### config.mk
export PLATFORM = sky130hd
export DESIGN_NAME = wb_stage_arb_flat
export DESIGN_NICKNAME = d
export VERILOG_FILES = /design/src/rtl/wb_stage_arb_pkg.sv /design/src/rtl/wb_stage_arb_if.sv /design/src/rtl/wb_stage_arb_ll_fifo.sv /design/src/rtl/wb_stage_arb.sv /design/src/flat_wrapper.sv
export SDC_FILE = /design/constraint.sdc
export NUM_CORES = 1
export LEC_CHECK = 0
export ABC_AREA = 1
export BUFFER_PORTS_ARGS = -buffer_cell sky130_fd_sc_hd__buf_2
export CORE_MARGIN = 2
export CORE_UTILIZATION = 40
export CTS_BUF_LIST = sky130_fd_sc_hd__clkbuf_8
export CTS_CLUSTER_DIAMETER = 150
export DETAILED_ROUTE_END_ITERATION = 10
export PLACE_DENSITY = 0.64
export SLEW_MARGIN = 10
export SYNTH_ARGS = -nofsm -noshare
export SYNTH_HDL_FRONTEND = slang
export SYNTH_SLANG_ARGS = --single-unit
### constraint.sdc
create_clock -name clk -period 11.7 [get_ports clk]
set_clock_uncertainty 0.15 [all_clocks]
set_input_delay 0.585 -clock clk [delete_from_list [all_inputs] [get_ports clk]]
set_output_delay 0.585 -clock clk [all_outputs]
set_load 0.01 [all_outputs]
### src/rtl/wb_stage_arb_pkg.sv
// wb_stage_arb_pkg: shared constants for the write-back stage
package wb_stage_arb_pkg;
  localparam logic [1:0] MEM_SIZE_BYTE = 2'b00;
  localparam logic [1:0] MEM_SIZE_HALF = 2'b01;
  localparam logic [1:0] MEM_SIZE_WORD = 2'b10;
  localparam int LINK_REG_DEFAULT = 31;
  localparam int REG_ZERO = 0;
endpackage

### src/rtl/wb_stage_arb_if.sv
// wb_stage_arb_if: MEM-side inputs and register-file/forwarding outputs of the write-back stage
interface wb_stage_arb_if #(
  parameter int DATA_W = 32,
  parameter int REG_AW = 5,
  parameter int LL_DEPTH = 2
);
  localparam int CW = $clog2(LL_DEPTH + 1);
  logic i_flush, i_valid, i_mem_unsigned, i_reg_write, i_mem_to_reg, i_is_jal, i_ll_valid;
  logic [DATA_W-1:0] i_alu_result, i_read_data, i_pc_plus_4, i_ll_data;
  logic [1:0] i_addr_lo, i_mem_size;
  logic [REG_AW-1:0] i_write_register, i_ll_reg;
  logic o_ll_ready, o_stall_req, o_reg_write, o_misalign;
  logic [DATA_W-1:0] o_write_data;
  logic [REG_AW-1:0] o_write_register;
  logic [CW-1:0] o_ll_count;
  modport master (
    output i_flush, i_valid, i_alu_result, i_read_data, i_addr_lo, i_mem_size, i_mem_unsigned,
           i_write_register, i_reg_write, i_mem_to_reg, i_pc_plus_4, i_is_jal, i_ll_valid, i_ll_reg, i_ll_data,
    input  o_ll_ready, o_stall_req, o_write_data, o_write_register, o_reg_write, o_misalign, o_ll_count
  );
  modport slave (
    input  i_flush, i_valid, i_alu_result, i_read_data, i_addr_lo, i_mem_size, i_mem_unsigned,
           i_write_register, i_reg_write, i_mem_to_reg, i_pc_plus_4, i_is_jal, i_ll_valid, i_ll_reg, i_ll_data,
    output o_ll_ready, o_stall_req, o_write_data, o_write_register, o_reg_write, o_misalign, o_ll_count
  );
endinterface

### src/rtl/wb_stage_arb_ll_fifo.sv
// wb_ll_fifo: compacting long-latency result queue with pop-head and kill-by-register
module wb_ll_fifo #(
  parameter int DATA_W = 32,
  parameter int REG_AW = 5,
  parameter int DEPTH = 2,
  parameter int CW = $clog2(DEPTH + 1)
) (
  input  logic              clk,
  input  logic              reset,
  input  logic              push_i,
  input  logic [REG_AW-1:0] push_reg_i,
  input  logic [DATA_W-1:0] push_data_i,
  input  logic              pop_i,
  input  logic              kill_i,
  input  logic [REG_AW-1:0] kill_reg_i,
  output logic              head_valid_o,
  output logic [REG_AW-1:0] head_reg_o,
  output logic [DATA_W-1:0] head_data_o,
  output logic [CW-1:0]     count_o
);
  logic [DEPTH-1:0] v_q, v_d;
  logic [REG_AW-1:0] r_q [DEPTH];
  logic [REG_AW-1:0] r_d [DEPTH];
  logic [DATA_W-1:0] d_q [DEPTH];
  logic [DATA_W-1:0] d_d [DEPTH];
  logic [CW-1:0] n_q, n_d;
  int j;
  // Survivors shift toward slot 0 so the head is always slot 0 and killed holes vanish
  always_comb begin
    v_d = '0;
    r_d = r_q;
    d_d = d_q;
    j = 0;
    for (int i = 0; i < DEPTH; i++)
      if (v_q[i] && !(kill_i && r_q[i] == kill_reg_i) && !(pop_i && i == 0)) begin
        v_d[j] = 1'b1;
        r_d[j] = r_q[i];
        d_d[j] = d_q[i];
        j++;
      end
    if (push_i) begin
      v_d[j] = 1'b1;
      r_d[j] = push_reg_i;
      d_d[j] = push_data_i;
      j++;
    end
    n_d = CW'(j);
  end
  always_ff @(posedge clk or posedge reset)
    if (reset) begin
      v_q <= '0;
      r_q <= '{default: '0};
      d_q <= '{default: '0};
      n_q <= '0;
    end else begin
      v_q <= v_d;
      r_q <= r_d;
      d_q <= d_d;
      n_q <= n_d;
    end
  assign head_valid_o = v_q[0];
  assign head_reg_o = r_q[0];
  assign head_data_o = d_q[0];
  assign count_o = n_q;
endmodule

### src/rtl/wb_stage_arb.sv
// wb_stage_arb: MEM/WB register, load alignment, link writes and long-latency write-port sharing
module wb_stage_arb
  import wb_stage_arb_pkg::*;
#(
  parameter int DATA_W = 32,
  parameter int REG_AW = 5,
  parameter int LINK_REG = LINK_REG_DEFAULT,
  parameter int LL_DEPTH = 2
) (
  input logic clk,
  input logic reset,
  wb_stage_arb_if.slave bus
);
  localparam int CW = $clog2(LL_DEPTH + 1);
  typedef struct packed {
    logic              valid;
    logic [DATA_W-1:0] alu;
    logic [DATA_W-1:0] rdata;
    logic [DATA_W-1:0] pc4;
    logic [1:0]        lo;
    logic [1:0]        sz;
    logic              uns;
    logic [REG_AW-1:0] wreg;
    logic              rw;
    logic              m2r;
    logic              jal;
  } stage_t;
  stage_t s_q, s_d;
  logic misalign, pw, push, head_v;
  logic [REG_AW-1:0] dest, head_reg;
  logic [DATA_W-1:0] load, wdata, head_data;
  logic [CW-1:0] count;
  function automatic logic [31:0] align(input logic [31:0] w, input logic [1:0] lo, input logic [1:0] sz, input logic u);
    logic [7:0] b;
    logic [15:0] h;
    b = w[8*lo +: 8];
    h = w[16*lo[1] +: 16];
    return sz == MEM_SIZE_BYTE ? {{24{b[7] & ~u}}, b} : sz == MEM_SIZE_HALF ? {{16{h[15] & ~u}}, h} : w;
  endfunction
  always_comb begin
    s_d = '{valid: bus.i_valid & ~bus.i_flush & ~bus.o_stall_req, alu: bus.i_alu_result,
            rdata: bus.i_read_data, pc4: bus.i_pc_plus_4, lo: bus.i_addr_lo, sz: bus.i_mem_size,
            uns: bus.i_mem_unsigned, wreg: bus.i_write_register, rw: bus.i_reg_write,
            m2r: bus.i_mem_to_reg, jal: bus.i_is_jal};
  end
  always_ff @(posedge clk or posedge reset)
    if (reset) s_q <= '0;
    else s_q <= s_d;
  assign misalign = s_q.valid & s_q.m2r & ((s_q.sz == MEM_SIZE_HALF & s_q.lo[0]) | (s_q.sz == MEM_SIZE_WORD & s_q.lo != 2'b00));
  assign dest = s_q.jal ? REG_AW'(LINK_REG) : s_q.wreg;
  assign load = align(s_q.rdata, s_q.lo, s_q.sz, s_q.uns);
  assign wdata = s_q.jal ? s_q.pc4 : s_q.m2r ? load : s_q.alu;
  assign pw = s_q.valid & s_q.rw & ~misalign & (dest != REG_AW'(REG_ZERO));
  // Results aimed at r0 are acknowledged but never stored
  assign push = bus.i_ll_valid & bus.o_ll_ready & (bus.i_ll_reg != REG_AW'(REG_ZERO));
  wb_ll_fifo #(.DATA_W(DATA_W), .REG_AW(REG_AW), .DEPTH(LL_DEPTH), .CW(CW)) u_fifo (
    .clk          (clk),
    .reset        (reset),
    .push_i       (push),
    .push_reg_i   (bus.i_ll_reg),
    .push_data_i  (bus.i_ll_data),
    .pop_i        (~pw & head_v),
    .kill_i       (pw),
    .kill_reg_i   (dest),
    .head_valid_o (head_v),
    .head_reg_o   (head_reg),
    .head_data_o  (head_data),
    .count_o      (count)
  );
  assign bus.o_ll_count = count;
  assign bus.o_ll_ready = count < CW'(LL_DEPTH);
  assign bus.o_stall_req = count == CW'(LL_DEPTH);
  assign bus.o_misalign = misalign;
  assign bus.o_reg_write = pw | head_v;
  assign bus.o_write_register = pw ? dest : head_v ? head_reg : '0;
  assign bus.o_write_data = pw ? wdata : head_v ? head_data : '0;
endmodule

### src/flat_wrapper.sv
// flat-port wrapper written by rule: the top's interface ports become plain ports
module wb_stage_arb_flat import wb_stage_arb_pkg::*;
#(
  parameter int DATA_W = 32,
  parameter int REG_AW = 5,
  parameter int LINK_REG = LINK_REG_DEFAULT,
  parameter int LL_DEPTH = 2
)
  (clk, reset, bus_i_flush, bus_i_valid, bus_i_alu_result, bus_i_read_data, bus_i_addr_lo, bus_i_mem_size, bus_i_mem_unsigned, bus_i_write_register, bus_i_reg_write, bus_i_mem_to_reg, bus_i_pc_plus_4, bus_i_is_jal, bus_i_ll_valid, bus_i_ll_reg, bus_i_ll_data, bus_o_ll_ready, bus_o_stall_req, bus_o_write_data, bus_o_write_register, bus_o_reg_write, bus_o_misalign, bus_o_ll_count);
  wb_stage_arb_if #(.DATA_W(DATA_W), .REG_AW(REG_AW), .LL_DEPTH(LL_DEPTH)) bus_i ();
  input logic clk;
  input logic reset;
  input wire logic [$bits(bus_i.i_flush)-1:0] bus_i_flush;
  input wire logic [$bits(bus_i.i_valid)-1:0] bus_i_valid;
  input wire logic [$bits(bus_i.i_alu_result)-1:0] bus_i_alu_result;
  input wire logic [$bits(bus_i.i_read_data)-1:0] bus_i_read_data;
  input wire logic [$bits(bus_i.i_addr_lo)-1:0] bus_i_addr_lo;
  input wire logic [$bits(bus_i.i_mem_size)-1:0] bus_i_mem_size;
  input wire logic [$bits(bus_i.i_mem_unsigned)-1:0] bus_i_mem_unsigned;
  input wire logic [$bits(bus_i.i_write_register)-1:0] bus_i_write_register;
  input wire logic [$bits(bus_i.i_reg_write)-1:0] bus_i_reg_write;
  input wire logic [$bits(bus_i.i_mem_to_reg)-1:0] bus_i_mem_to_reg;
  input wire logic [$bits(bus_i.i_pc_plus_4)-1:0] bus_i_pc_plus_4;
  input wire logic [$bits(bus_i.i_is_jal)-1:0] bus_i_is_jal;
  input wire logic [$bits(bus_i.i_ll_valid)-1:0] bus_i_ll_valid;
  input wire logic [$bits(bus_i.i_ll_reg)-1:0] bus_i_ll_reg;
  input wire logic [$bits(bus_i.i_ll_data)-1:0] bus_i_ll_data;
  output wire logic [$bits(bus_i.o_ll_ready)-1:0] bus_o_ll_ready;
  output wire logic [$bits(bus_i.o_stall_req)-1:0] bus_o_stall_req;
  output wire logic [$bits(bus_i.o_write_data)-1:0] bus_o_write_data;
  output wire logic [$bits(bus_i.o_write_register)-1:0] bus_o_write_register;
  output wire logic [$bits(bus_i.o_reg_write)-1:0] bus_o_reg_write;
  output wire logic [$bits(bus_i.o_misalign)-1:0] bus_o_misalign;
  output wire logic [$bits(bus_i.o_ll_count)-1:0] bus_o_ll_count;
  assign bus_i.i_flush = bus_i_flush;
  assign bus_i.i_valid = bus_i_valid;
  assign bus_i.i_alu_result = bus_i_alu_result;
  assign bus_i.i_read_data = bus_i_read_data;
  assign bus_i.i_addr_lo = bus_i_addr_lo;
  assign bus_i.i_mem_size = bus_i_mem_size;
  assign bus_i.i_mem_unsigned = bus_i_mem_unsigned;
  assign bus_i.i_write_register = bus_i_write_register;
  assign bus_i.i_reg_write = bus_i_reg_write;
  assign bus_i.i_mem_to_reg = bus_i_mem_to_reg;
  assign bus_i.i_pc_plus_4 = bus_i_pc_plus_4;
  assign bus_i.i_is_jal = bus_i_is_jal;
  assign bus_i.i_ll_valid = bus_i_ll_valid;
  assign bus_i.i_ll_reg = bus_i_ll_reg;
  assign bus_i.i_ll_data = bus_i_ll_data;
  assign bus_o_ll_ready = bus_i.o_ll_ready;
  assign bus_o_stall_req = bus_i.o_stall_req;
  assign bus_o_write_data = bus_i.o_write_data;
  assign bus_o_write_register = bus_i.o_write_register;
  assign bus_o_reg_write = bus_i.o_reg_write;
  assign bus_o_misalign = bus_i.o_misalign;
  assign bus_o_ll_count = bus_i.o_ll_count;
  wb_stage_arb #(.DATA_W(DATA_W), .REG_AW(REG_AW), .LINK_REG(LINK_REG), .LL_DEPTH(LL_DEPTH)) u_core (.clk(clk), .reset(reset), .bus(bus_i));
endmodule
Word-level counts from Yosys, hierarchy flattened. Index checks and enable logic that the tools add are counted.

$add $sub $neg: 2. Multipliers: 0. Divide/modulo/power cells: 0. Magnitude comparators: 9. Equal/unequal tests: 5. Shift-type cells: 2. Muxes and demuxes: 35. Bitwise logic cells: 25. Reductions and logical operators: 16.

Operator list (number): 32-bit 2-to-1 mux (8); 64-bit bitwise mux (2); 64-bit 2-to-1 mux (2); 32-bit demux with 1-bit select (2); 32-bit by 2-bit >= comparator with 1-bit output (second input constant) (2); 32-bit by 1-bit less-than comparator with 1-bit output (second input constant) (2); 32-bit by 1-bit >= comparator with 1-bit output (second input constant) (1); 32-bit by 3-bit less-than comparator with 1-bit output (second input constant) (1); 1-bit NOT with 32-bit output (1); 32-bit NOT (1); 32-bit by 6-bit variable part select with 16-bit output (1); 32-bit by 6-bit variable part select with 8-bit output (1); 5-bit 2-to-1 mux (5); 10-bit bitwise mux (2); 10-bit 2-to-1 mux (2); 1-bit AND (14); 5-bit demux with 1-bit select (2); 5-bit == test (2); 5-bit nonzero test (2); 1-bit logical AND (9); 2-bit 2-to-1 mux (4); 1-bit NOT (5); 2-bit == test (second input constant) (2); 1-bit 2-to-1 mux (4); 13 further kinds (17).

Flip-flop bits (word level): 188. Latch bits: 0. Bits in writable memories: 0. Memory bits (read-only): 0. Word-level logic and storage cells: 111. Memories kept: 0.

Depth between registers and ports, before layout. Gate-level depths: netlist of run 1.

Depth after elaboration: 21. Mapped depth: 16. Gate-level depth less buffers: 14.

Hierarchy. From an unflattened synthesis of run 1, not the netlist that was laid out.

Cell total of the unflattened synthesis: 1181. Area, all modules: 9185.1 sq um.

By module, submodules not included: wb_stage_arb (times used 1, cells each 648, area an instance 5064.9 sq um); wb_ll_fifo (times used 1, cells each 533, area an instance 4120.2 sq um).

Worst setup path before layout of run 1. No wires, ideal clock.

Path kind: register -> register. Start point: register u_core.s_q[0] (netlist name). End point: register u_core.u_fifo.d_q[0] (netlist name). Setup time: 0.133 ns. Data arrival time: 2.184 ns. Required time: 11.417 ns. Path slack: 9.233 ns. Cell stages (with the launch flop): 14. Path buffers: 4. Clock period less this slack: 2.467 ns. Cell sequence: dfrtp_1 -> buf_6 -> o21ai_0 -> nand2_1 -> nor2_1 -> nand3_1 -> nand2_2 -> buf_2 -> inv_1 -> ha_1 -> nand2_1 -> buf_2 -> buf_1 -> a21oi_1.

Word-level cells in the longest chain between the ends: 17.

Ends and longest elaborated chain: start, declared (line wb_stage_arb.sv:28) `stage_t s_q, s_d;`; start signal, assigned (line wb_stage_arb.sv:47) `if (reset) s_q <= '0;`; start signal, assigned (line wb_stage_arb.sv:48) `else s_q <= s_d;`; 5-bit 2-to-1 mux * (line wb_stage_arb.sv:50) `assign dest = s_q.jal ? REG_AW'(LINK_REG) : s_q.wreg;`; 5-bit nonzero test (line wb_stage_arb.sv:53) `assign pw = s_q.valid & s_q.rw & ~misalign & (dest != REG_AW'(REG_ZERO));`; 1-bit AND (line wb_stage_arb.sv:53); 1-bit NOT / 1-bit logical AND (equally long branches) (line wb_stage_arb.sv:62, wb_stage_arb_ll_fifo.sv:35); 1-bit AND / 1-bit logical NOT (equally long branches) (line wb_stage_arb.sv:62, wb_stage_arb_ll_fifo.sv:35); 1-bit logical NOT / 1-bit logical AND (equally long branches) (line wb_stage_arb_ll_fifo.sv:35) `if (v_q[i] && !(kill_i && r_q[i] == kill_reg_i) && !(pop_i && i == 0)) begin`; 1-bit logical AND (line wb_stage_arb_ll_fifo.sv:35); 1-bit 2-to-1 mux (line wb_stage_arb_ll_fifo.sv:35); 1-bit by 1-bit adder with 2-bit output / 1-bit NOT with 32-bit output (equally long branches) (line wb_stage_arb_ll_fifo.sv:39, wb_stage_arb_ll_fifo.sv:38); 2-bit 2-to-1 mux (tied with other cells) (line wb_stage_arb_ll_fifo.sv:35); 32-bit NOT (not written as such) / 1-bit logical AND (equally long branches) (line wb_stage_arb_ll_fifo.sv:44, wb_stage_arb_ll_fifo.sv:38); 32-bit by 2-bit >= comparator with 1-bit output (not written as such) (tied with other cells) (line wb_stage_arb_ll_fifo.sv:44) `d_d[j] = push_data_i;`; 1-bit logical AND (not written as such) / 32-bit demux with 1-bit select (equally long branches) (line wb_stage_arb_ll_fifo.sv:44, wb_stage_arb_ll_fifo.sv:38); 32-bit 2-to-1 mux (not written as such) / 64-bit bitwise mux (equally long branches) (line wb_stage_arb_ll_fifo.sv:44, wb_stage_arb_ll_fifo.sv:38); 32-bit demux with 1-bit select / 64-bit 2-to-1 mux (equally long branches) (line wb_stage_arb_ll_fifo.sv:44, wb_stage_arb_ll_fifo.sv:35); 64-bit bitwise mux (line wb_stage_arb_ll_fifo.sv:44); 64-bit 2-to-1 mux * (line wb_stage_arb_ll_fifo.sv:41) `if (push_i) begin`; end signal, assigned (line wb_stage_arb_ll_fifo.sv:53) `d_q <= '{default: '0};`; end signal, assigned (line wb_stage_arb_ll_fifo.sv:58) `d_q <= d_d;`; end, declared (line wb_stage_arb_ll_fifo.sv:24) `logic [DATA_W-1:0] d_q [DEPTH];`.

Every way passes the cells marked *; elsewhere a longest branch is shown, timed or not.

Worst setup path after layout of run 1.
Start point: register u_core.s_q[10] (netlist name). End point: output bus_o_write_data[5].

Word-level cells in the longest chain between the ends: 8.

Ends and longest elaborated chain: 2-bit by 1-bit == test with 1-bit output / 2-bit == test (equally long branches) (line wb_stage_arb.sv:38, wb_stage_arb.sv:49); 1-bit AND (line wb_stage_arb.sv:49) `assign misalign = s_q.valid & s_q.m2r & ((s_q.sz == MEM_SIZE_HALF & s_q.lo[0]) | (s_q.sz == MEM_SIZE_WORD & s_ ...`; 1-bit bitwise OR (line wb_stage_arb.sv:49); 1-bit AND (line wb_stage_arb.sv:49); 1-bit NOT (line wb_stage_arb.sv:53); 1-bit AND (2 in series) (line wb_stage_arb.sv:53); 32-bit 2-to-1 mux * (line wb_stage_arb.sv:76) `assign bus.o_write_data = pw ? wdata : head_v ? head_data : '0;`; end, declared (line flat_wrapper.sv:30) `output wire logic [$bits(bus_i.o_write_data)-1:0] bus_o_write_data;`.

Marks and branches as above.

==> metrics.md, run 1 <==
| Metric | Value |
|---|---|
| Post-synthesis sequential area ratio | `0.551` |
| H-tree levels | `4` |
| Outcome | `completed` |
| Worst hold path class | `in2reg` |
| Setup crit end kind | `output port` |
| Setup WS pre-CTS | `7.58 ns` |
| F_max | `0.239 GHz` |
| Synth cell count leaders | `nand2_1 (253), dfrtp_1 (187), inv_1 (100), nor2_1 (96), o21ai_0 (70)` |
| Synth unique cells | `31` |
| Initial Utilization | `0.405` |
| Total track usage | `0.224` |
| CTS tree | `built` |
| DPL Wire Length | `17.3 mm` |
| Nets | `1314` |
| CP required | `about 11 ns` |
| Clock Latency Late Sink | `0.46 ns` |
| Post-route DRC violation count | `0` |
| Yosys Warn Count | `0` |
| Switching Share | `0.318` |
| Comb power frac | `0.212` |
| Grt ovf | `0` |
| Worst-path fanout max | `25` |
| Post-synth ARST share | `1.00` |
| Number of hold violations in the final report | `0` |
| Ranking of synthesized cells by area | `dfrtp_1 (55%), nand2_1 (11%), inv_1 (4.4%)` |
| Arr. time, crit path | `between 3 and 4 ns` |
| Die Y | `150 um` |
| CTS buffer count | `17` |
| Initial antenna violation count | `1` |
| Total wire length | `24.7 mm` |
| Average wire per cell in the routed design | `17.1 um` |
| Reg power frac | `0.525` |
| Syn avg cell area | `8.45 um^2` |
| Reported net switching power | `just under 0.5 mW` |
| Total die area | `22400 um^2` |
| Via count | `7133` |
| Final Wtd Congestion | `0.885` |
| Number of global-route vias before repair | `between 6000 and 7000` |
| Final ANT Viol Nets | `0` |
| First-pass GRT wire length | `37.7 mm` |
| Fillers | `2096` |
| Largest net degree at the start of global routing | `109` |
| Die width | `150 um` |
| Area grow syn2layout | `16.5%` |
| Ys flop type | `dfrtp_1` |
| # setup viols final | `0` |
| Yosys top cell area share | `0.551` |
| IO Count | `194` |
| # Max-Cap Violations | `0` |
| Clock Path Buffers | `2` |
| Max VDD drop | `0.0000759 V` |
| TNS Setup | `0 ns` |
| PostCTS Resize Cnt | `0` |
| DRT iter0 DRCs | `490` |
| Most frequent cell after synthesis | `nand2_1` |
| Worst Tran Pin Value | `0.997 ns` |
| Cells after Synth | `1005` |
| P per Cell Area | `153 nW/um^2` |
| Final WS setup | `~7.5 ns` |
| Max Transition Viols Final | `0` |
| Layout cells sized above 1 | `0.215` |
| Core ar. | `roughly 21000 um^2` |
| DR vias/cell | `4.93` |
| Final Util | `0.472` |
| Synth Register Bits | `187` |
| Post-CTS Setup Bufs | `0` |
| Row count | `53` |
| Power share of the clock group | `0.263` |
| Pleak | `5.26 nW` |
| Final Instance Area | `9890 um^2` |
| Cell taking the most area after synthesis | `dfrtp_1` |
| Synthesized area | `8490 um^2` |
| Clock-pin slew on the worst setup and hold paths | `0.10 ns` |
| PortBufs | `193` |
| Crit Path Class | `reg2out` |
| CTS Sinks | `around 190` |
| Startpoint Class | `register` |
| Post-DP Area | `9530 um^2` |
| DR pass1 iterations | `5` |
| Relative slew margins | `0.335` |
| Syn nets | `1159` |
| Hold-fix buffers, CTS | `0` |
| Tcrit/Tclk final | `0.358` |
| Post-synth EDFFs | `0` |
| RSZ-0062 raised after global routing | `no` |
| Root buf cell | `clkbuf_8` |
| Fin crit period | `between 4 and 5 ns` |
| Pint | `1.03 mW` |
==> layout make-up <==
| type | count | area (um^2) | share of cell area |
|---|---|---|---|
| antenna | 1 | 2.50 | 0.000253 |
| clock buffer | 18 | 248 | 0.0250 |
| clock inverter | 13 | 108 | 0.0109 |
| inverter | 108 | 413 | 0.0417 |
| multi-input combinational | 649 | 3100 | 0.314 |
| sequential | 187 | 4680 | 0.473 |
| tap | 275 | 344 | 0.0348 |
| timing repair buffer | 197 | 996 | 0.101 |
==> worst max-delay path, cell delays in order (launching register included) <==
cell and delay [ns]:
dfrtp_1 0.73, nor2_4 0.17, nor2_4 0.23, nand2_2 0.11, nand2_4 0.27, inv_2 0.22
nor2_4 0.53, inv_2 0.25, o21ai_1 0.29, buf_2 0.18
==> routing by layer <==
layer	part of all wire	wire, um	global-route usage	vias up
met3	0.065	1620	0.0354	33
met1	0.45	11200	0.331	3304
met5	0	0	0	-
li1	-	-	-	3542
met2	0.46	11300	0.336	254
met4	0.026	633	0.0797	0
==> logic make-up (layout without fill, tap and decap cells) <==
logic type	after synthesis	count (layout)	share of synthesized area
fa+ha+maj	3	3	0.00442
other cells	0	1	0
compound gates	168	168	0.110
simple gates	472	472	0.243
xor+xnor	6	6	0.00619
flops	187	187	0.551
buf+inv	169	336	0.0848
==> per-stage QoR <==
stage / hold slack, ns / std cells / total power [mW]
5_1_grt: 0.0294 / 1448 / 1.60
4_1_cts: 0.0397 / 1447 / 1.52
3_5_place_dp: 0.351 / 1416 / 1.13
3_3_place_gp: 0.338 / 1416 / 1.12
2_1_floorplan: 0.331 / 1005 / 1.01
6_report: 0.0705 / 1448 / 1.51
==> power by group through the flow <==
| stage | combinational (mW) | clock (mW) | sequential [mW] |
|---|---|---|---|
| after floorplan | 0.217 | 0 | 0.791 |
| after global placement | 0.315 | 0 | 0.804 |
| after detailed placement | 0.320 | 0 | 0.806 |
| after CTS | 0.322 | 0.407 | 0.794 |
| after global routing | 0.364 | 0.437 | 0.804 |
| final | 0.321 | 0.398 | 0.796 |
==> path summary, 6_finish.rpt <==
kind,from,cells after the start,endpoint,slack (ns)
worst max-delay path,u_core.s_q[10],9,bus_o_write_data[5],7.52
worst min-delay path,bus_i_pc_plus_4[7],1,u_core.s_q[20],0.07
worst max register to register,u_core.s_q[10],11,u_core.u_fifo.d_q[24],7.96
worst min register to register,u_core.u_fifo.d_q[12],2,u_core.u_fifo.d_q[12],0.37
max in group asynchronous,reset,3,u_core.u_fifo.head_data_o[16],9.73
min in group asynchronous,reset,2,u_core.s_q[109],0.13
==> flip-flops by register name, summed over array words and instances (netlist names) <==
signal                     count
u_core.s_q                   110
u_core.u_fifo.count_o          2
u_core.u_fifo.d_q             32
u_core.u_fifo.head_data_o     32
u_core.u_fifo.head_reg_o       5
u_core.u_fifo.r_q              5
u_core.u_fifo.v_q              1
==> placed cells by master (no fill, tap or decap), types with 5 or more instances in the layout <==
cell / Yosys / routed
nand2_1: 253 / 252
buf_2: 19 / 193
dfrtp_1: 187 / 187
inv_1: 100 / 102
nor2_1: 96 / 96
o21ai_0: 70 / 70
nand3_1: 52 / 52
nand4_1: 52 / 52
a21oi_1: 46 / 46
o211ai_1: 21 / 21
clkbuf_8: 0 / 18
a21o_1: 14 / 14
o21ai_1: 10 / 10
inv_2: 7 / 7
nor2_4: 6 / 6
o22ai_1: 6 / 6
nor2_2: 5 / 5
xor2_1: 5 / 5
Power figures use the tool's default switching activity.
==> inputs of run 2 (changes only) <==
ABC_AREA = 0   (was 1)
PLACE_DENSITY = 0.65   (was 0.64)
clock period = 4.15 ns   (was 11.7 ns; I/O delays follow)
==> metrics.md, run 2 <==
| Metric | Value |
|---|---|
| CP required | `around 3.8 ns` |
| Average wire per cell in the routed design | `approximately 19 um` |
| Post-synth ARST share | `1.00` |
| First-pass GRT wire length | `39.5 mm` |
| Worst-path fanout max | `34` |
| Number of hold violations in the final report | `0` |
| Row count | `51` |
| Reg with most FFs | `u_core.s_q` |
| Final instance count without filler cells | `1286` |
| CTS Sinks | `around 190` |
| Largest net degree at the start of global routing | `188` |
| Arr. time, crit path | `3.30 ns` |
| Outcome | `completed` |
| Synthesized area | `8010 um^2` |
| Initial Utilization | `0.410` |
| Clock Latency Late Sink | `0.47 ns` |
| Number of global-route vias before repair | `7078` |
| Fillers | `between 1500 and 2000` |
| Setup crit end kind | `output port` |
| TNS Setup | `0 ns` |
| # setup viols final | `0` |
| Nets | `1162` |
| Clock-pin slew on the worst setup and hold paths | `0.11 ns` |
| Root buf cell | `clkbuf_8` |
| # Max-Cap Violations | `0` |
| Final Wtd Congestion | `0.851` |
| Total wire length | `24.6 mm` |
| Syn nets | `836` |
| Commonest non-fill, non-tap cell in the layout | `buf_2` |
| Yosys top cell area share | `0.584` |
| Cell taking the most area after synthesis | `dfrtp_1` |
| Clock Path Buffers | `2` |
| Syn avg cell area | `11.7 um^2` |
| Crit Path Class | `reg2out` |
| Reg-to-reg setup timing slack | `0.86 ns` |
| CTS buffer count | `17` |
| Post-synth EDFFs | `0` |
| PostCTS Resize Cnt | `0` |
| Ranking of synthesized cells by area | `dfrtp_1 (58%), mux2i_1 (6.8%), mux2_2 (5.3%)` |
| F_max | `0.274 GHz` |
| Startpoint Class | `register` |
| Initial antenna violation count | `0` |
| Tcrit/Tclk final | `0.881` |
| P per Cell Area | `558 nW/um^2` |
| Die width | `145 um` |
| Post-synthesis sequential area ratio | `0.584` |
| Placed cells | `between 1000 and 1500` |
| Core ar. | `19500 um^2` |
| Max VDD drop | `0.000313 V` |
| Register area | `approximately 4700 um^2` |
| Most frequent cells in the layout | `buf_2 (193), dfrtp_1 (186), dlygate4sd3_1 (150)` |
| Synth cell count leaders | `dfrtp_1 (187), nand2_1 (87), o21ai_0 (58), mux2i_1 (54), mux2_2 (38)` |
| H-tree levels | `4` |
| Layout cells sized above 1 | `0.296` |
| Cells after Synth | `682` |
| Via count | `6588` |
| Synth unique cells | `48` |
| Ys flop type | `dfrtp_1` |
| RSZ-0062 raised after global routing | `no` |
| Synth Register Bits | `187` |
| Die Y | `between 100 and 150 um` |
| DR vias/cell | `a little over 5` |
| Pleak | `5.09 nW` |
| PortBufs | `around 190` |
| Final ANT Viol Nets | `0` |
| Grt ovf | `0` |
| DRT iter0 DRCs | `446` |
| Diode count | `0` |
| CTS tree | `built` |
| Area grow syn2layout | `38.3%` |
| Relative slew margins | `0.262` |
| Worst hold path class | `in2reg` |
| Largest register FFs | `110` |
| Yosys Warn Count | `0` |
| Fin Hold WS | `0.226 ns` |
| DR pass1 iterations | `5` |
| Worst Tran Pin Value | `1.10 ns` |
| Post-route DRC violation count | `0` |
| Most frequent cell after synthesis | `dfrtp_1` |
| Area of the multi-input gates | `3020 um^2` |
| Fin crit period | `roughly 3.7 ns` |
| DPL Wire Length | `15.8 mm` |
| Max Transition Viols Final | `0` |
| IO Count | `about 190` |
| Total die area | `21200 um^2` |
| Total track usage | `0.241` |
==> run 2: cell types whose count changed after synthesis, moves of 10 or more <==
cell      before  now
a211oi_1       0   10
a21o_1        14    0
a21oi_1       46   28
inv_1        100   10
mux2_2         0   38
mux2i_1        0   54
nand2_1      253   87
nand3_1       52   17
nand4_1       52    0
nor2_1        96    4
o211ai_1      21   11
o21ai_0       70   58
o21ai_1       10   31
o221ai_1       0   16
==> run 2: worst max-delay path, cell delays in order, from the launching register on <==
cell,delay (ns)
dfrtp_1,0.37
buf_4,0.21
xnor2_1,0.26
o2111ai_1,0.33
a21oi_4,0.66
buf_4,0.45
o21ai_0,0.16
o22ai_1,0.19
buf_2,0.18
==> run 2: repair_timing <==
item                       4_1_cts  5_1_grt
setup endpoints to repair        0        0
setup buffers                    0        0
hold buffers                   150        0
hold endpoints to repair       372        0
==> run 2: path summary, 6_finish.rpt <==
check                                           start                    end  cells after the start
worst max-delay path                   u_core.s_q[10]    bus_o_write_data[2]                      8
worst min-delay path              bus_i_read_data[31]         u_core.s_q[76]                      2
worst max register to register         u_core.s_q[10]  u_core.u_fifo.d_q[12]                     11
worst min register to register  u_core.u_fifo.d_q[11]  u_core.u_fifo.d_q[11]                      1
max in group asynchronous                       reset          u_core.s_q[0]                      4
min in group asynchronous                       reset         u_core.s_q[33]                      4
==> run 2: cells by family (layout without fill, tap and decap cells) <==
kind of cell | Yosys count | after routing | synth area share
flip-flops | 187 | 187 | 0.584
AO/OA/AOI/OAI | 186 | 186 | 0.142
AND/OR/NAND/NOR | 136 | 136 | 0.0758
multiplexers | 100 | 100 | 0.143
buffers and inverters | 63 | 402 | 0.0420
XOR/XNOR | 7 | 7 | 0.00766
adder cells (fa/ha/maj) | 3 | 3 | 0.00469
==> run 2: stage by stage <==
step           setup slack [ns]  utilization  instance area, um^2  total power [mW]
6_report                  0.494        0.567                11100              6.18
4_1_cts                   0.540        0.567                11100              6.20
3_5_place_dp              0.884        0.470                 9180              4.84
2_1_floorplan              1.27            -                 8010              4.22
5_1_grt                   0.189        0.567                11100              6.58
3_3_place_gp              0.988        0.470                 9180              4.79
==> run 2: metal layers <==
metal | track usage | up-vias | share of wire
met5 | 0 | - | 0
met4 | 0.0804 | 0 | 0.026
met3 | 0.0483 | 40 | 0.067
met2 | 0.394 | 297 | 0.48
met1 | 0.325 | 3165 | 0.43
li1 | - | 3086 | -
==> run 2: cell type report <==
cell class / instances / area share
Sequential cell: 187 / 0.423
Tap cell: 265 / 0.0299
Multi-Input combinational cell: 432 / 0.272
Timing Repair Buffer: 360 / 0.235
Clock inverter: 14 / 0.0137
Clock buffer: 18 / 0.0224
Inverter: 10 / 0.00373
==> run 2: where the power goes <==
group / internal (mW) / switching (mW) / total, mW
Combinational: 1.12 / 1.24 / 2.36
Clock: 0.519 / 0.728 / 1.25
Sequential: 2.28 / 0.294 / 2.57
Total: 3.92 / 2.26 / 6.18
==> inputs of run 3 (changes only) <==
SETUP_SLACK_MARGIN = 0.5   (was unset)
==> metrics.md, run 3 (synthesis gave the netlist of run 2 again) <==
| Metric | Value |
|---|---|
| Outcome | `completed` |
| # setup viols final | `0` |
| Most frequent cells in the layout | `buf_2 (193), dfrtp_1 (186), dlygate4sd3_1 (150)` |
| Critical path origin | `u_core.s_q[12]` |
| RSZ-0062 raised after global routing | `no` |
| Average wire per cell in the routed design | `about 19 um` |
| IO Count | `194` |
| Top Family by Delay on Critical Path | `compound AO/OA/AOI/OAI gates` |
| Initial antenna violation count | `0` |
| # Max-Cap Violations | `0` |
| Via count | `between 6000 and 7000` |
| Worst R2R Start | `u_core.s_q[0]` |
| Worst hold path class | `in2reg` |
| CTS tree | `built` |
| Stages on the worst setup path | `7` |
| Reg-to-reg setup timing slack | `0.78 ns` |
| Root buf cell | `clkbuf_8` |
| DRT iter0 DRCs | `467` |
| P per Cell Area | `556 nW/um^2` |
| Max Transition Viols Final | `0` |
| F_max | `around 0.29 GHz` |
| Row count | `51` |
| Grt ovf | `0` |
| Total track usage | `0.241` |
| Layout cells sized above 1 | `0.298` |
| Number of buffers and inverters on the critical path | `2` |
| Startpoint Class | `register` |
| H-tree levels | `4` |
| CTS Sinks | `187` |
| Diode count | `0` |
| Tcrit/Tclk final | `0.831` |
| Worst Tran Pin Value | `about 0.99 ns` |
| Setup crit end kind | `output port` |
| Reg with most FFs | `u_core.s_q` |
| Slowest stage delay, CP | `0.69 ns` |
| WHS Path Cells | `2` |
| Crit-path cells | `nand3b_1, buf_4, mux2i_1, o21ai_0, a211oi_1, o22ai_1, buf_2` |
| Pwr Total | `around 6.2 mW` |
| Largest net degree at the start of global routing | `roughly 190` |
| Nets | `1165` |
| Fin crit period | `3.45 ns` |
| Total wire length | `around 25 mm` |
| CTS buffer count | `17` |
| First-pass GRT wire length | `39.5 mm` |
| TNS Setup | `0 ns` |
| Clock Path Buffers | `2` |
| Number of global-route vias before repair | `7078` |
| Largest register FFs | `110` |
| Final Wtd Congestion | `about 0.85` |
| PortBufs | `193` |
| Worst path slowest cell | `dfrtp_1` |
| Core ar. | `19500 um^2` |
| Clock Latency Late Sink | `0.47 ns` |
| Clock-pin slew on the worst setup and hold paths | `0.11 ns` |
| Final ANT Viol Nets | `0` |
| DR vias/cell | `5.16` |
| DR pass1 iterations | `5` |
| Number of hold violations in the final report | `0` |
| Commonest non-fill, non-tap cell in the layout | `buf_2` |
| Crit Path Class | `reg2out` |
| R2R cell count | `9` |
| Area grow syn2layout | `39.0%` |
| Post-route DRC violation count | `0` |
| Arr. time, crit path | `between 3 and 4 ns` |
| Relative slew margins | `0.337` |
| DPL Wire Length | `15.8 mm` |
| CP required | `3.79 ns` |
| Die width | `between 100 and 150 um` |
| Total die area | `roughly 21000 um^2` |
| Pleak | `5.11 nW` |
| Die Y | `145 um` |
| Initial Utilization | `0.410` |
| FF-to-FF End | `u_core.u_fifo.d_q[12]` |
| Max VDD drop | `0.000312 V` |
| Worst-path fanout max | `12` |
| Crit path capture | `bus_o_write_data[0]` |
run 3: where the power goes:
part	total [mW]	switching, mW	leakage [nW]	internal [mW]
combinational	2.37	1.24	2.70	1.12
clock	1.25	0.732	0.204	0.519
sequential	2.58	0.296	2.20	2.28
total	6.19	2.27	5.11	3.92
run 3: worst min path at each step:
| stage | startpoint | to | slack [ns] |
|---|---|---|---|
| after detailed placement | bus_i_alu_result[29] | u_core.s_q[106] | 0.17 |
| final | bus_i_alu_result[26] | u_core.s_q[103] | 0.23 |
| after global placement | bus_i_alu_result[21] | u_core.s_q[98] | 0.17 |
| after CTS | bus_i_alu_result[21] | u_core.s_q[98] | 0.18 |
| after global routing | bus_i_read_data[30] | u_core.s_q[75] | 0.21 |
| after floorplan | bus_i_is_jal | u_core.s_q[0] | 0.09 |
run 3: through the flow:
| step | cell area (um^2) | hold slack, ns | worst slack (ns) | cells | utilization |
|---|---|---|---|---|---|
| after detailed placement | 9180 | 0.167 | 0.884 | 1104 | 0.470 |
| after floorplan | 8010 | 0.0889 | 1.27 | 682 | - |
| after CTS | 11100 | 0.185 | 0.540 | 1286 | 0.567 |
| after global placement | 9180 | 0.166 | 0.988 | 1104 | 0.470 |
| final | 11100 | 0.226 | 0.701 | 1289 | 0.570 |
| after global routing | 11100 | 0.208 | 0.534 | 1289 | 0.570 |
run 3: cell type report:
| cell class | instances | area, um^2 |
|---|---|---|
| tap | 265 | 332 |
| inverter | 10 | 41.3 |
| sequential | 187 | 4680 |
| fill | 1671 | 8400 |
| timing repair buffer | 362 | 2640 |
| clock buffer | 18 | 248 |
| multi-input combinational | 433 | 3040 |
| clock inverter | 14 | 151 |
run 3: layer usage:
metal	GRT usage	vias up	routed length (um)
met5	0	-	0
met4	0.0804	0	654
met3	0.0483	44	1640
met2	0.394	306	11900
met1	0.325	3196	10700
li1	-	3099	-
run 3: timing repair:
action | CTS | global route
endpoints found under the hold margin | 372 | 0
buffers inserted | 0 | 2
hold buffers | 150 | 0
resized for setup | 0 | 3
endpoints found under the setup margin | 0 | 32
